[src/rtl/hazard_ctrl_if.sv]
// hazard_ctrl_if: pipeline-side view of the hazard controller.
// Carries hazard inputs in and stall/flush/forwarding controls out.
interface hazard_ctrl_if;
    logic [4:0] ad1d;
    logic [4:0] ad2d;
    logic [4:0] ad1e;
    logic [4:0] ad2e;
    logic [4:0] rde;
    logic [4:0] rdm;
    logic [4:0] rdw;
    logic       regWrtm;
    logic       regWrtw;
    logic [1:0] resltSrce;
    logic       pcSrce;
    logic       mde;
    logic       stallf;
    logic       stalld;
    logic       stalle;
    logic       flushd;
    logic       flushe;
    logic       flushm;
    logic [1:0] fwdAe;
    logic [1:0] fwdBe;
    logic       mdDone;

    modport master (
        output ad1d, ad2d, ad1e, ad2e, rde, rdm, rdw,
        output regWrtm, regWrtw, resltSrce, pcSrce, mde,
        input  stallf, stalld, stalle, flushd, flushe, flushm,
        input  fwdAe, fwdBe, mdDone
    );

    modport slave (
        input  ad1d, ad2d, ad1e, ad2e, rde, rdm, rdw,
        input  regWrtm, regWrtw, resltSrce, pcSrce, mde,
        output stallf, stalld, stalle, flushd, flushe, flushm,
        output fwdAe, fwdBe, mdDone
    );
endinterface

[src/rtl/hazard_ctrl.sv]
// hazard_ctrl: stall/flush/forwarding control for the 5-stage core,
// multi-cycle execute sequencing and saturating perf counters.
module hazard_ctrl #(
    parameter int MD_LAT = 4,
    parameter int CNT_W  = 32
) (
    input  logic             clk,
    input  logic             rst,
    hazard_ctrl_if.slave     hz,
    output logic [CNT_W-1:0] stallCnt,
    output logic [CNT_W-1:0] flushCnt
);

    typedef enum logic {
        RUN  = 1'b0,
        BUSY = 1'b1
    } state_t;

    localparam logic [3:0] LAT_M1 = 4'(MD_LAT - 1);

    state_t           r_state;
    state_t           w_state_nxt;
    logic [3:0]       r_cnt;
    logic [3:0]       w_cnt_nxt;
    logic             w_mdStall;
    logic             w_mdDone;
    logic             w_lwStall;
    logic             w_stallf;
    logic [CNT_W-1:0] r_stallCnt;
    logic [CNT_W-1:0] r_flushCnt;

    // Memory-stage result wins over writeback; x0 is never forwarded.
    function automatic logic [1:0] fwd_sel(input logic [4:0] ad,
                                           input logic       wm,
                                           input logic [4:0] rm,
                                           input logic       ww,
                                           input logic [4:0] rw);
        logic [1:0] s;
        s = 2'b00;
        if (ad != 5'd0) begin
            if (wm && (rm == ad))
                s = 2'b10;
            else if (ww && (rw == ad))
                s = 2'b01;
        end
        return s;
    endfunction

    // Operand forwarding selects for execute.
    always_comb begin
        hz.fwdAe = fwd_sel(hz.ad1e, hz.regWrtm, hz.rdm,
                           hz.regWrtw, hz.rdw);
        hz.fwdBe = fwd_sel(hz.ad2e, hz.regWrtm, hz.rdm,
                           hz.regWrtw, hz.rdw);
    end

    // Load in execute feeding an instruction in decode.
    always_comb begin
        w_lwStall = (hz.resltSrce == 2'b01) && (hz.rde != 5'd0) &&
                    ((hz.rde == hz.ad1d) || (hz.rde == hz.ad2d));
    end

    // Multi-cycle state register; cnt holds remaining busy cycles.
    always_ff @(posedge clk or posedge rst) begin
        if (rst) begin
            r_state <= RUN;
            r_cnt   <= 4'd0;
        end else begin
            r_state <= w_state_nxt;
            r_cnt   <= w_cnt_nxt;
        end
    end

    // Multi-cycle next state and stall/done decode.
    always_comb begin
        w_state_nxt = r_state;
        w_cnt_nxt   = r_cnt;
        w_mdStall   = 1'b0;
        w_mdDone    = 1'b0;
        unique case (r_state)
            RUN: begin
                if (hz.mde) begin
                    if (MD_LAT > 1) begin
                        w_mdStall   = 1'b1;
                        w_cnt_nxt   = LAT_M1;
                        w_state_nxt = BUSY;
                    end else begin
                        w_mdDone = 1'b1;
                    end
                end
            end
            BUSY: begin
                if (r_cnt > 4'd1) begin
                    w_mdStall = 1'b1;
                    w_cnt_nxt = r_cnt - 4'd1;
                end else begin
                    w_mdDone    = 1'b1;
                    w_cnt_nxt   = 4'd0;
                    w_state_nxt = RUN;
                end
            end
            default: begin
                w_state_nxt = RUN;
                w_cnt_nxt   = 4'd0;
            end
        endcase
    end

    // Pipeline controls; a taken branch overrides every stall.
    always_comb begin
        w_stallf  = !hz.pcSrce && (w_lwStall || w_mdStall);
        hz.stallf = w_stallf;
        hz.stalld = w_stallf;
        hz.stalle = !hz.pcSrce && w_mdStall;
        hz.flushd = hz.pcSrce;
        hz.flushe = hz.pcSrce || (w_lwStall && !w_mdStall);
        hz.flushm = w_mdStall;
        hz.mdDone = w_mdDone;
    end

    // Saturating stall and flush counters.
    always_ff @(posedge clk or posedge rst) begin
        if (rst) begin
            r_stallCnt <= '0;
            r_flushCnt <= '0;
        end else begin
            if (w_stallf && (r_stallCnt != '1))
                r_stallCnt <= r_stallCnt + 1'b1;
            if (hz.pcSrce && (r_flushCnt != '1))
                r_flushCnt <= r_flushCnt + 1'b1;
        end
    end

    assign stallCnt = r_stallCnt;
    assign flushCnt = r_flushCnt;

endmodule

[src/flat_wrapper.sv]
// flat-port wrapper written by rule: the top's interface ports become plain ports
module hazard_ctrl_flat 
#(
    parameter int MD_LAT = 4,
    parameter int CNT_W  = 32
)
  (clk, rst, stallCnt, flushCnt, hz_ad1d, hz_ad2d, hz_ad1e, hz_ad2e, hz_rde, hz_rdm, hz_rdw, hz_regWrtm, hz_regWrtw, hz_resltSrce, hz_pcSrce, hz_mde, hz_stallf, hz_stalld, hz_stalle, hz_flushd, hz_flushe, hz_flushm, hz_fwdAe, hz_fwdBe, hz_mdDone);
  hazard_ctrl_if hz_i ();
  input  logic clk;
  input  logic rst;
  output logic [CNT_W-1:0] stallCnt;
  output logic [CNT_W-1:0] flushCnt;
  input wire logic [$bits(hz_i.ad1d)-1:0] hz_ad1d;
  input wire logic [$bits(hz_i.ad2d)-1:0] hz_ad2d;
  input wire logic [$bits(hz_i.ad1e)-1:0] hz_ad1e;
  input wire logic [$bits(hz_i.ad2e)-1:0] hz_ad2e;
  input wire logic [$bits(hz_i.rde)-1:0] hz_rde;
  input wire logic [$bits(hz_i.rdm)-1:0] hz_rdm;
  input wire logic [$bits(hz_i.rdw)-1:0] hz_rdw;
  input wire logic [$bits(hz_i.regWrtm)-1:0] hz_regWrtm;
  input wire logic [$bits(hz_i.regWrtw)-1:0] hz_regWrtw;
  input wire logic [$bits(hz_i.resltSrce)-1:0] hz_resltSrce;
  input wire logic [$bits(hz_i.pcSrce)-1:0] hz_pcSrce;
  input wire logic [$bits(hz_i.mde)-1:0] hz_mde;
  output wire logic [$bits(hz_i.stallf)-1:0] hz_stallf;
  output wire logic [$bits(hz_i.stalld)-1:0] hz_stalld;
  output wire logic [$bits(hz_i.stalle)-1:0] hz_stalle;
  output wire logic [$bits(hz_i.flushd)-1:0] hz_flushd;
  output wire logic [$bits(hz_i.flushe)-1:0] hz_flushe;
  output wire logic [$bits(hz_i.flushm)-1:0] hz_flushm;
  output wire logic [$bits(hz_i.fwdAe)-1:0] hz_fwdAe;
  output wire logic [$bits(hz_i.fwdBe)-1:0] hz_fwdBe;
  output wire logic [$bits(hz_i.mdDone)-1:0] hz_mdDone;
  assign hz_i.ad1d = hz_ad1d;
  assign hz_i.ad2d = hz_ad2d;
  assign hz_i.ad1e = hz_ad1e;
  assign hz_i.ad2e = hz_ad2e;
  assign hz_i.rde = hz_rde;
  assign hz_i.rdm = hz_rdm;
  assign hz_i.rdw = hz_rdw;
  assign hz_i.regWrtm = hz_regWrtm;
  assign hz_i.regWrtw = hz_regWrtw;
  assign hz_i.resltSrce = hz_resltSrce;
  assign hz_i.pcSrce = hz_pcSrce;
  assign hz_i.mde = hz_mde;
  assign hz_stallf = hz_i.stallf;
  assign hz_stalld = hz_i.stalld;
  assign hz_stalle = hz_i.stalle;
  assign hz_flushd = hz_i.flushd;
  assign hz_flushe = hz_i.flushe;
  assign hz_flushm = hz_i.flushm;
  assign hz_fwdAe = hz_i.fwdAe;
  assign hz_fwdBe = hz_i.fwdBe;
  assign hz_mdDone = hz_i.mdDone;
  hazard_ctrl #(.MD_LAT(MD_LAT), .CNT_W(CNT_W)) u_core (.clk(clk), .rst(rst), .hz(hz_i), .stallCnt(stallCnt), .flushCnt(flushCnt));
endmodule
[config.mk]
export PLATFORM = sky130hd
export DESIGN_NAME = hazard_ctrl_flat
export DESIGN_NICKNAME = d
export VERILOG_FILES = /design/src/rtl/hazard_ctrl_if.sv /design/src/rtl/hazard_ctrl.sv /design/src/flat_wrapper.sv
export SDC_FILE = /design/constraint.sdc
export NUM_CORES = 1
export LEC_CHECK = 0
export ABC_AREA = 1
export CAP_MARGIN = 0
export CORE_MARGIN = 2
export CORE_UTILIZATION = 30
export CTS_BUF_LIST = sky130_fd_sc_hd__clkbuf_16
export DETAILED_ROUTE_END_ITERATION = 8
export HOLD_SLACK_MARGIN = 0.03
export MAX_ROUTING_LAYER = met4
export PLACE_DENSITY = 0.61
export SLEW_MARGIN = 40
export SYNTH_ARGS = -nofsm -noshare
export SYNTH_HDL_FRONTEND = slang
export SYNTH_SLANG_ARGS = --single-unit
export TNS_END_PERCENT = 30
[constraint.sdc]
create_clock -name clk -period 2.2 [get_ports clk]
set_input_delay 0.55 -clock clk [delete_from_list [all_inputs] [get_ports clk]]
set_output_delay 0.55 -clock clk [all_outputs]
set_load 0.01 [all_outputs]
# Yosys cells after proc, flatten, opt, wreduce, memory -nomap -nowiden
# Index checks and enable logic that the tools add are counted.
# classes
addsub	3
n_mux	14
bitwise	1
magnitude_cmp	1
eq_ne	10
reduce_logical	19
# op_table
op	n
adder 32 x 1 -> 32 bit, second input constant	2
!= test 32 bit, second input constant	2
equality test 5 bit	6
nonzero test 5 bit	3
logical AND 1 bit	11
2-to-1 mux 2 bit	4
2-to-1 mux 4 bit	2
case mux 4 bit (2 select lines)	1
2-to-1 mux 1 bit	5
> comparator 4 x 1 -> 1 bit, second input constant	1
case mux 1 bit (2 select lines)	2
subtractor 4 x 1 -> 4 bit, second input constant	1
logical OR 1 bit	3
equality test 2 x 1 -> 1 bit, second input constant	1
logical NOT 1 bit	2
!= test 2 bit, second input constant	1
inverter 1 bit	1
# word_totals
ff_bits	69
wordCells	52
output_inout_bits	75
inputBits	43

# Depth between registers and ports, before layout
# logic_depth
ltp_word	6
ltp_mapped	12
ltp_nobuf	11

# Least setup slack after synthesis
# No wires, ideal clock.
# synth_timing
path_type	reg-to-output
startpoint	reg u_core.r_cnt[0]
endpoint	out hz_stallf
path_slack_ps	2
path_stages_with_launch	10
arrival_time_ps	1648
path_cell_list	dfrtp_1 -> inv_1 -> ha_1 -> o211ai_2 -> nor2_2 -> nor2_4 -> nand2_1 -> nand2_2 -> buf_2 -> buf_4
# synth_between
elab_chain_len	5
# synth_rtl
element	line	source
from (decl)	hazard_ctrl.sv:23	logic [3:0] r_cnt;
from (signal assigned)	hazard_ctrl.sv:70	r_cnt <= w_cnt_nxt;
> comparator 4 x 1 -> 1 bit	hazard_ctrl.sv:93	if (r_cnt > 4'd1) begin
2-to-1 mux 1 bit	hazard_ctrl.sv:93	
case mux 1 bit (2 select lines)	hazard_ctrl.sv:80	unique case (r_state)
via hz_flushm	flat_wrapper.sv:30	output wire logic [$bits(hz_i.flushm)-1:0] hz_flushm;
logical OR 1 bit	hazard_ctrl.sv:111	w_stallf = !hz.pcSrce && (w_lwStall || w_mdStall);
logical AND 1 bit	hazard_ctrl.sv:111	
to (decl)	flat_wrapper.sv:25	output wire logic [$bits(hz_i.stallf)-1:0] hz_stallf;
# The timed path passes the listed nets, and every way through them passes these cells.

# Final worst setup path
# layout_timing
startpoint	reg u_core.r_cnt[0]
endpoint	out hz_stallf
# layout_between
elab_chain_len	5
# layout_rtl
element	line
> comparator 4 x 1 -> 1 bit	hazard_ctrl.sv:93
2-to-1 mux 1 bit	hazard_ctrl.sv:93
case mux 1 bit (2 select lines)	hazard_ctrl.sv:80
logical OR 1 bit	hazard_ctrl.sv:111
logical AND 1 bit	hazard_ctrl.sv:111
# No other way between the ends.

==> summary.md <==
| Metric | Value |
|---|---|
| Slowest Stage Delay on Critical Path | `0.38 ns` |
| Vias per cell | `4.55` |
| Crit path capture type | `primary output` |
| Count of nets left with antenna violations after detail routing | `0` |
| Worst vdd ir | `348 uV` |
| Outcome | `finished, violations left` |
| Number of nets in the layout | `942` |
| Number of port buffers | `117` |
| Pin count of the biggest net entering global routing | `70` |
| Synthesized Nets | `788` |
| Number of fillers in the final layout | `1702` |
| Final-report setup violation count | `3` |
| Placement Rows | `46` |
| Worst rel slew slack | `74.5%` |
| Congestion Overflow GR | `0` |
| Clock Tree Buf Depth | `2` |
| Hold WC Path Type | `flip-flop to flip-flop` |
| Clock-pin slew of the registers on the worst-case setup and hold paths | `0.06 ns` |
| Combined global-route utilization of all metal layers | `16.6%` |
| Final weighted congestion in routability-driven placement | `0.864` |
| Required time at the endpoint of the critical path | `1.65 ns` |
| Cell area after synthesis | `4960 sq um` |
| Startpoint of the most critical hold path | `u_core.flushCnt[0]` |
| Combined area of the multi-input logic cells | `2830 sq um` |
| Utilization after layout | `43.2%` |
| Routed wire length | `13.8 mm` |
| Leakage | `3.28 nW` |
| Count of unique library cells instantiated by Yosys | `32` |
| Top cell by count, worst path | `buf_6` |
| Detailed-route wire length per cell | `12.4 um` |
| Launching element of the worst setup path | `u_core.r_cnt[0]` |
| Arrival time reported for the critical path endpoint | `1.69 ns` |
| Number of iterations in the first detailed-routing pass | `4` |
| Hold Path Cell Cnt | `1` |
| Most used cells in the layout excluding fill and tap cells | `267 x nand2_1, 82 x inv_1, 71 x clkdlybuf4s50_1` |
| Post-detailed-placement half-perimeter wirelength | `10.3 mm` |
| Crit-path slowest cell | `dfrtp_1` |
| Setup slack of the critical path after layout | `-0.0403 ns` |
| Antenna diodes | `0` |
| Period utilisation layout | `102%` |
| Total buffers and inverters traversed by the critical path | `3` |
| Clock Root Buffer | `clkbuf_16` |
| Die extent in x | `133 um` |
| Number of cells on the critical path | `9` |
| Number of sinks handled by clock tree synthesis | `69` |
| Remaining design rule violation count | `0` |
| RSZ-0062 raised after global routing | `yes` |
| Minimum clock period after layout | `2.24 ns` |
| Max-cap violations | `0` |
| TritonCTS clock tree | `done` |
| Final Hold Fails | `0` |
| Largest driver fanout on the critical path | `3` |
| Avg Inst Size Synth | `6.69 sq um` |
| Number of synthesized register bits | `69` |
| Cell chain of the critical path | `inv_2 -> ha_4 -> o211ai_2 -> nor2_2 -> nor2_4 -> nand2_2 -> nand2_4 -> buf_6 -> buf_6` |
| Power density over cell area | `676 nW/um^2` |
| Synth-to-layout area growth | `39.5%` |
| Share of post-route cells with drive strength above 1 | `16.1%` |
| Post-synthesis instance total | `741` |
| Count of pins on the block boundary | `118` |
| Initial standard-cell utilization of the core | `31.0%` |
| Violated checks | `setup timing` |
| Number of antenna violations at the first check in global routing | `0` |
| Category of the critical setup timing path | `flip-flop to primary output` |
| Area of placed instances | `6550 sq um` |
| Worst-case hold slack | `0.530 ns` |
| Clock buffers created by TritonCTS | `9` |
| Final design instance area without fill | `6920 sq um` |
| Seq. cell area | `1730 sq um` |
| Routed vias | `5076` |
| CP delay by family, top | `flip-flops` |
| Sequential fraction of the synthesis area | `34.8%` |
| Final Skew | `0.00944 ns` |
| Critical path startpoint category | `flip-flop` |
| H-tree depth reported by CTS | `3` |
| Number of max-slew violations in the final report | `0` |
| Via count of the first global-routing pass | `4785` |
| Number of cells traversed by the worst register-to-register path | `14` |
| Total power after layout | `4.68 mW` |
| Syn. warnings | `0` |
| Slack of the worst reg-to-reg path | `0.14 ns` |
| Transition time at the pin with the least slew margin | `0.382 ns` |
| Worst-skew pair later-pin latency | `0.33 ns` |
| Number of buffers added to fix hold violations after cts | `0` |
| RR Startpoint | `u_core.r_cnt[0]` |
| Maximum clock frequency | `446 MHz` |
| Full die area | `17600 sq um` |
| Core Footprint | `16000 sq um` |
| Count of routing violations after the opening detailed-route iteration | `321` |
| Most frequent standard cell in the layout excluding fill and tap cells | `nand2_1` |
| DIE HEIGHT | `133 um` |
| Global-route wire length before repair | `23.4 mm` |
## cells by family after synthesis
family	synth area share, %
DFF	34.8
AOI/OAI and AO/OA	3.74
adders and majority gates	1.01
xor gates and xnor gates	8.13
buffers and inverters	10.2
and+or+nand+nor	42.1
## path summary, 6_finish.rpt
check	endpoint
hold / removal	u_core.flushCnt[0]
min in group asynchronous	u_core.stallCnt[21]
hold reg to reg	u_core.flushCnt[0]
setup / recovery	hz_stallf
max in group asynchronous	u_core.flushCnt[15]
setup reg to reg	u_core.stallCnt[20]
## where the power goes
part | internal, mW | switching, mW | total (mW)
sequential | 1.42 | 0.171 | 1.60
combinational | 0.858 | 0.821 | 1.68
clock | 0.860 | 0.541 | 1.40
## sequential cells by signal (all words and copies together) (netlist names)
register,count
u_core.flushCnt,32
u_core.r_state,1
u_core.r_cnt,4
u_core.stallCnt,32
## area by class of cell
| class | count | area share [%] |
|---|---|---|
| clock buffer | 9 | 3.26 |
| clock inverter | 7 | 0.832 |
| inverter | 97 | 5.32 |
| multi-input combinational | 558 | 40.9 |
| sequential | 69 | 25.0 |
| tap | 216 | 3.91 |
| timing repair buffer | 160 | 20.9 |
## routing by layer
metal	track usage, %	wire, um
met5	-	0
met4	5.20	257
met3	2.26	731
met2	24.3	5980
met1	23.6	6840
## per-stage QoR
step,instances,TNS (ns),worst slack [ns]
6_report,1116,-0.0902,-0.0403
5_1_grt,1116,-0.422,-0.134
4_1_cts,1113,-0.378,-0.0967
3_5_place_dp,1091,-18.67,-0.839
3_3_place_gp,1091,-17.14,-0.798
2_1_floorplan,741,0,0.00195
## synth_stat cells
cell	number	area (sq um)
nor2b_1	1	6.26
buf_6	6	67.6
nor2_1	73	274
nor4_1	3	18.8
a211oi_1	1	7.51
inv_2	3	11.3
inv_1	94	353
a221oi_1	1	8.76
nor2_4	4	45.0
nor3_1	19	95.1
nand3_4	1	17.5
dfrtp_1	69	1730
o22ai_1	3	18.8
o21ai_0	17	85.1
nand3b_2	2	22.5
o2111ai_1	1	8.76
nand3b_1	8	60.1
ha_1	4	50.1
buf_4	8	60.1
nor3b_1	1	7.51
nand2_2	9	56.3
buf_2	3	15.0
o211ai_2	1	12.5
nand4_1	13	81.3
and3_1	2	12.5
o21ai_2	5	43.8
or2_2	1	6.26
nand2_1	270	1010
xor2_1	33	289
nand3_1	65	325
xnor2_1	13	114
nor2_2	7	43.8
## repair_timing
| action | 4_1_cts | 5_1_grt |
|---|---|---|
| gates resized for setup | 112 | 45 |
| buffers inserted | 6 | 3 |
| endpoints found under the hold margin | 0 | 0 |
| setup endpoints to repair | 28 | 26 |
| pin swaps | 28 | 13 |
No activity file was read; power rests on OpenSTA's default activity.
